## config.mk

```make
export PLATFORM = sky130hd
export DESIGN_NAME = uart_tx_word
export DESIGN_NICKNAME = d
export VERILOG_FILES = /design/src/rtl/decoder_pkg.sv /design/src/rtl/uart_pkg.sv /design/src/rtl/uart_tx_word_baud_tick.sv /design/src/rtl/uart_tx_word.sv
export SDC_FILE = /design/constraint.sdc
export NUM_CORES = 1
export LEC_CHECK = 0
export ABC_AREA = 1
export CORE_UTILIZATION = 30
export CTS_CLUSTER_SIZE = 25
export DETAILED_ROUTE_END_ITERATION = 10
export SETUP_SLACK_MARGIN = 0.02
export SLEW_MARGIN = 5
export SYNTH_ARGS = -nofsm -noshare
export SYNTH_HDL_FRONTEND = slang
export SYNTH_SLANG_ARGS = --single-unit
```

## constraint.sdc

```tcl
create_clock -name clk_i -period 2.25 [get_ports clk_i]
set_input_delay 0.45 -clock clk_i [delete_from_list [all_inputs] [get_ports clk_i]]
set_output_delay 0.45 -clock clk_i [all_outputs]
set_load 0.03 [all_outputs]
```

## src/rtl/decoder_pkg.sv

```systemverilog
// Decoder-level constants shared by peripherals hanging off the CSR decoder.
package decoder_pkg;

    // Default UART bit period in system clocks.
    localparam int unsigned UartCmpVal = 32'd868;

endpackage

```

## src/rtl/uart_pkg.sv

```systemverilog
// Types and helpers for the word-fed UART transmitter.
package uart_pkg;

    typedef enum logic [1:0] {
        PAR_NONE = 2'd0,
        PAR_EVEN = 2'd1,
        PAR_ODD  = 2'd2
    } parity_e;

    typedef enum logic [2:0] {
        ST_IDLE   = 3'd0,
        ST_START  = 3'd1,
        ST_DATA   = 3'd2,
        ST_PARITY = 3'd3,
        ST_STOP   = 3'd4,
        ST_GAP    = 3'd5
    } uart_tx_state_e;

    localparam int unsigned PeriodW = 32;

    // Bit period minus one. A shift that overflows to zero is read as a
    // one-clock period so the timer never stalls.
    function automatic logic [PeriodW-1:0] period_m1(input logic [PeriodW-1:0] base,
                                                     input logic [3:0]         shamt);
        logic [PeriodW-1:0] p;
        p = base << shamt;
        if (p == '0) begin
            p = PeriodW'(1);
        end
        return p - PeriodW'(1);
    endfunction

endpackage

```

## src/rtl/uart_tx_word_baud_tick.sv

```systemverilog
// Bit-period down-counter: ticks when it reaches zero and reloads itself,
// so consecutive bits are exactly one period apart.
module uart_baud_tick #(
    parameter int unsigned Width = 32
) (
    input  logic             clk_i,
    input  logic             reset_ni,
    input  logic             restart_i,
    input  logic [Width-1:0] restart_val_i,
    input  logic [Width-1:0] reload_val_i,
    output logic             tick_o
);

    logic [Width-1:0] cnt_q;
    logic [Width-1:0] cnt_d;

    // Restart wins over the automatic reload at terminal count.
    always_comb begin
        cnt_d = cnt_q;
        if (restart_i) begin
            cnt_d = restart_val_i;
        end else if (cnt_q == '0) begin
            cnt_d = reload_val_i;
        end else begin
            cnt_d = cnt_q - Width'(1);
        end
    end

    // Counter register.
    always_ff @(posedge clk_i or negedge reset_ni) begin
        if (!reset_ni) begin
            cnt_q <= '0;
        end else begin
            cnt_q <= cnt_d;
        end
    end

    assign tick_o = (cnt_q == '0);

endmodule

```

## src/rtl/uart_tx_word.sv

```systemverilog
// Word-fed UART transmitter: serialises bytes 0..count of a word, LSB byte
// and LSB bit first, with optional parity, 1/2 stop bits and a trailing gap.
//
// state     | meaning
// ----------+-----------------------------------------------
// ST_IDLE   | line high, ready for a new word
// ST_START  | start bit (0)
// ST_DATA   | DataBits data bits from the current byte lane
// ST_PARITY | parity bit (even or odd)
// ST_STOP   | one or two stop bits (1)
// ST_GAP    | GapBits idle bit-times after the last byte
module uart_tx_word
    import uart_pkg::*;
#(
    parameter int unsigned WordWidth = 32,
    parameter int unsigned DataBits  = 8,
    parameter int unsigned BaudCmp   = decoder_pkg::UartCmpVal,
    parameter int unsigned GapBits   = 0,
    localparam int unsigned Lanes    = WordWidth / 8,
    localparam int unsigned CountW   = (Lanes > 1) ? $clog2(Lanes) : 1
) (
    input  logic                 clk_i,
    input  logic                 reset_ni,
    input  logic [WordWidth-1:0] data_i,
    input  logic [CountW-1:0]    count_i,
    input  parity_e              parity_i,
    input  logic                 stop2_i,
    input  logic [3:0]           prescaler_i,
    input  logic                 valid_i,
    output logic                 ready_o,
    output logic                 tx_o,
    output logic                 busy_o,
    output logic                 done_o
);

    // Wide enough for data bit index (up to 7) and the gap bit index.
    localparam int unsigned BitW = ($clog2(GapBits + 1) > 3) ? $clog2(GapBits + 1) : 3;

    uart_tx_state_e       state_q, state_d;
    logic [WordWidth-1:0] data_q, data_d;
    logic [CountW-1:0]    count_q, count_d;
    parity_e              parity_q, parity_d;
    logic                 stop2_q, stop2_d;
    logic [PeriodW-1:0]   pm1_q, pm1_d;
    logic [CountW-1:0]    byte_q, byte_d;
    logic [BitW-1:0]      bit_q, bit_d;
    logic [7:0]           shift_q, shift_d;
    logic                 par_q, par_d;
    logic                 ready_q, ready_d;

    logic                 tick;
    logic                 accept;
    logic                 done_d;
    logic [PeriodW-1:0]   pm1_in;
    logic [CountW-1:0]    count_in;
    logic [7:0]           lane;

    assign accept = valid_i && ready_q;
    assign pm1_in = period_m1(PeriodW'(BaudCmp), prescaler_i);

    // Never let the byte counter run past the last lane of the word.
    assign count_in = (count_i > CountW'(Lanes - 1)) ? CountW'(Lanes - 1) : count_i;

    // Byte lane currently addressed by the byte counter.
    always_comb begin
        lane = '0;
        for (int unsigned k = 0; k < Lanes; k++) begin
            if (byte_q == CountW'(k)) begin
                lane = data_q[8*k +: 8];
            end
        end
    end

    uart_baud_tick #(
        .Width(PeriodW)
    ) u_baud_tick (
        .clk_i        (clk_i),
        .reset_ni     (reset_ni),
        .restart_i    (accept),
        .restart_val_i(pm1_in),
        .reload_val_i (pm1_q),
        .tick_o       (tick)
    );

    // Next-state logic: all transitions happen on bit-timer expiry except accept.
    always_comb begin
        state_d  = state_q;
        data_d   = data_q;
        count_d  = count_q;
        parity_d = parity_q;
        stop2_d  = stop2_q;
        pm1_d    = pm1_q;
        byte_d   = byte_q;
        bit_d    = bit_q;
        shift_d  = shift_q;
        par_d    = par_q;
        done_d   = 1'b0;

        unique case (state_q)
            ST_IDLE: begin
                if (accept) begin
                    data_d   = data_i;
                    count_d  = count_in;
                    parity_d = parity_i;
                    stop2_d  = stop2_i;
                    pm1_d    = pm1_in;
                    byte_d   = '0;
                    bit_d    = '0;
                    state_d  = ST_START;
                end
            end
            ST_START: begin
                if (tick) begin
                    shift_d = lane;
                    par_d   = 1'b0;
                    bit_d   = '0;
                    state_d = ST_DATA;
                end
            end
            ST_DATA: begin
                if (tick) begin
                    par_d   = par_q ^ shift_q[0];
                    shift_d = {1'b0, shift_q[7:1]};
                    if (bit_q == BitW'(DataBits - 1)) begin
                        bit_d   = '0;
                        state_d = (parity_q == PAR_EVEN || parity_q == PAR_ODD) ? ST_PARITY
                                                                               : ST_STOP;
                    end else begin
                        bit_d = bit_q + BitW'(1);
                    end
                end
            end
            ST_PARITY: begin
                if (tick) begin
                    bit_d   = '0;
                    state_d = ST_STOP;
                end
            end
            ST_STOP: begin
                if (tick) begin
                    if (stop2_q && bit_q == '0) begin
                        bit_d = BitW'(1);
                    end else begin
                        bit_d = '0;
                        if (byte_q != count_q) begin
                            byte_d  = byte_q + CountW'(1);
                            state_d = ST_START;
                        end else if (GapBits > 0) begin
                            state_d = ST_GAP;
                        end else begin
                            done_d  = 1'b1;
                            state_d = ST_IDLE;
                        end
                    end
                end
            end
            ST_GAP: begin
                if (tick) begin
                    if (bit_q == BitW'(GapBits - 1)) begin
                        bit_d   = '0;
                        done_d  = 1'b1;
                        state_d = ST_IDLE;
                    end else begin
                        bit_d = bit_q + BitW'(1);
                    end
                end
            end
            default: begin
                state_d = ST_IDLE;
            end
        endcase
    end

    // Ready is registered from the next state, so it is high exactly in IDLE
    // once the first edge after reset has passed.
    assign ready_d = (state_d == ST_IDLE);

    // State, datapath and configuration registers.
    always_ff @(posedge clk_i or negedge reset_ni) begin
        if (!reset_ni) begin
            state_q  <= ST_IDLE;
            data_q   <= '0;
            count_q  <= '0;
            parity_q <= PAR_NONE;
            stop2_q  <= 1'b0;
            pm1_q    <= '0;
            byte_q   <= '0;
            bit_q    <= '0;
            shift_q  <= '0;
            par_q    <= 1'b0;
            ready_q  <= 1'b0;
        end else begin
            state_q  <= state_d;
            data_q   <= data_d;
            count_q  <= count_d;
            parity_q <= parity_d;
            stop2_q  <= stop2_d;
            pm1_q    <= pm1_d;
            byte_q   <= byte_d;
            bit_q    <= bit_d;
            shift_q  <= shift_d;
            par_q    <= par_d;
            ready_q  <= ready_d;
        end
    end

    // Line level decoded from state; reset forces IDLE and hence a high line at once.
    always_comb begin
        tx_o = 1'b1;
        unique case (state_q)
            ST_START:  tx_o = 1'b0;
            ST_DATA:   tx_o = shift_q[0];
            ST_PARITY: tx_o = par_q ^ (parity_q == PAR_ODD);
            default:   tx_o = 1'b1;
        endcase
    end

    assign ready_o = ready_q;
    assign busy_o  = (state_q != ST_IDLE);
    assign done_o  = done_d;

endmodule
```

==> run summary <==
vias in the first global route - 6,041
fin util - 0.3945
clk slew on worst S/H paths - 60 ps
most instantiated cells after synthesis - nand2_1, dfrtp_1, nor2_1, inv_1, nand3_1
# DRC - 0
slew margin rel. - 0.5461
CTS tree - built
CP required - 2550 ps
max incr delay on CP - 390 ps
Worst Hold Class - primary input to asynchronous set/reset pin
Detail Placement HPWL - 12.87 mm
Critical Path Fanout Max - 3
Post-Route WL - 17.68 mm
Crit-path slowest cell - dfrtp_1
number of synthesized flops with an enable pin - 0
Via Count - 6,263
remaining antenna violation count - 0
Setup CP Type - flip-flop to flip-flop
core box area - 0.02271 mm2
Routed WL per cell - 13.25 um
register area share after synthesis - 0.4245
violated checks - negative setup slack
Synth top area share - 0.4245
drt pass-1 iters - 7
PnR worst setup slack - -230.0 ps
Pwr Density - 1030 mW/mm2
DP Area - 0.008127 mm2
Synth Net Count - 977
row count - 55
RePlAce Congestion - 0.8614
Tmin final - 2480 ps
Max Cap Viol - 0
width of the die - 154.3 um
clock tree root buffer cell - clkbuf_16
io pins - 48
asr flop ratio synth - 1.000
Ys Warns - 0
Num CTS Buffers - 17
Distinct cells, synth - 42
final setup fails - 4
crit-path cells - nor2_2 > buf_4 > buf_4 > buf_4 > buf_4 > buf_4 > buf_4 > buf_4 > buf_4 > buf_4 > buf_4 > buf_4 > buf_6 > nand2_1 > nor2_1 > nand2_2 > xor2_1 > o21ai_1
clk buf depth - 2
largest net degree at the start of global routing - 50
Slew Viols, Final - 0
first-pass GRT wire length - 29.73 mm
area grow syn2layout - 28.78%
Hold Violations, Final - 0
fraction of layout cells with a size suffix above 1 - 0.1907
RSZ-0062 raised after global routing - yes
initial core utilization - 0.3063
run status - finished with violations
via/cell ratio - 4.695
peak supply drop - 0.5807 mV
syn_area_per_cell - 7.578 um2
number of synthesized register bits - 118
Final Cell Area - 0.008959 mm2
final net count - 1,095
synth top area cells - dfrtp_1, nand2_1, nor2_1, nand3_1, inv_1
I/O Buffers - 47
critical path launch point type - flip-flop
part of the cycle the worst path needs - 1.102
largest area contributor in the netlist - dfrtp_1
final cell count without fillers - 1,334
Skew-Pair Late Insertion Delay - 420 ps
# diodes - 0
worst slew pin tran - 680.8 ps
Clock Skew - 8.070 ps
crit path DAT - 2780 ps
# clock sinks - 118
CP endpoint kind - flip-flop
GRT Util Overall - 0.1570
H-tree levels - 4
flop-to-flop setup slack - -230 ps
f_max - 403.2 MHz
initial antenna violation count - 0
Syn Std Cell Area - 0.006957 mm2
Leakage - 4.447 nW
Remaining Overflow, GRT - 0
Die ar. - 0.02380 mm2
instance count of the mapped netlist - 918
prevailing post-synth register cell - dfrtp_1
top-count cell post-synth - nand2_1
DRT iter0 DRCs - 358
worst path bufs/invs - 12
Die Ht - 154.3 um
CP top delay family - buffers and inverters
Worst path most repeated cell - buf_4
placed cells - 1,278
[placed cells by master (no fill, tap or decap), drive strengths merged, types with 2 or more instances in the layout]
master	instances
a21oi	16
a22oi	8
a31oi	4
buf	85
bufinv	2
clkbuf	20
clkdlybuf4s50	43
clkinv	6
clkinvlp	3
dfrtp	118
ha	15
inv	75
nand2	339
nand3	55
nand3b	4
nand4	15
nor2	98
nor3	7
nor3b	2
o211ai	16
o21ai	80
o21bai	3
xnor2	13
xor2	14
[final timing paths]
| kind | start | depth (start not counted) | to |
|---|---|---|---|
| max reg2reg | u_baud_tick.cnt_q[5] | 18 | u_baud_tick.cnt_q[10] |
| max | u_baud_tick.cnt_q[5] | 18 | u_baud_tick.cnt_q[10] |
| min reg2reg | pm1_q[26] | 2 | pm1_q[26] |
| max in group asynchronous | reset_ni | 3 | u_baud_tick.cnt_q[2] |
| min in group clk_i | pm1_q[26] | 2 | pm1_q[26] |
| min | reset_ni | 2 | data_q[29] |
[registers in the layout (all words and copies together) (netlist names)]
signal / flops
bit_q: 3
parity_q: 2
u_baud_tick.cnt_q: 32
pm1_q: 31
count_q: 2
stop2_q: 1
par_q: 1
ready_o: 1
shift_q: 8
data_q: 32
state_q: 3
byte_q: 2
[per-layer routing]
| layer | track usage | share of wire | vias up |
|---|---|---|---|
| met4 | 0.05705 | 0.020 | 0 |
| li1 | - | - | 3191 |
| met1 | 0.2097 | 0.48 | 2936 |
| met3 | 0.03250 | 0.038 | 24 |
| met2 | 0.2511 | 0.46 | 112 |
| met5 | 0 | 0 | - |
[what timing repair did]
action | 4_1_cts | 5_1_grt
buffers inserted | 17 | 6
gates resized for setup | 9 | 9
cloned | 0 | 0
endpoints found under the hold margin | 10 | 0
hold buffers | 1 | 0
setup endpoints to repair | 2 | 6
pin swaps | 9 | 5
[stage by stage]
stage                     total power [mW]  hold slack [ps]  setup TNS, ps  setup WS, ps
after detailed placement             6.224            320.6          -4763        -220.5
after global routing                 9.890            438.3          -1215        -316.8
after CTS                            9.190            437.4         -335.7        -285.3
final                                9.224            441.9         -805.1        -230.0
after floorplan                      5.272            154.4              0         177.3
after global placement               6.173            322.5          -3845        -196.5
[kinds of logic after synthesis]
kind of cell,share of synthesized area
adder cells (fa/ha/maj),0.02698
AND/OR/NAND/NOR,0.3351
buffers and inverters,0.06745
XOR/XNOR,0.03399
multiplexers,0.001439
AO/OA/AOI/OAI,0.1106
flip-flops,0.4245
[cell type report]
class | count | area [um2]
inverters | 73 | 284.0
well taps | 285 | 356.6
repair buffers | 131 | 1179
fillers | 2368 | 13750
clock inverters | 13 | 148.9
clock buffers | 19 | 442.9
flip-flops and latches | 118 | 2954
multi-input cells | 695 | 3593
[report_power, final]
group | leakage (nW) | switching, mW | internal, mW
Clock | 0.280 | 1.05 | 1.67
Combinational | 2.66 | 1.85 | 1.32
Sequential | 1.50 | 0.502 | 2.83
Total | 4.45 | 3.40 | 5.82
(Power assumes the default switching activity.)
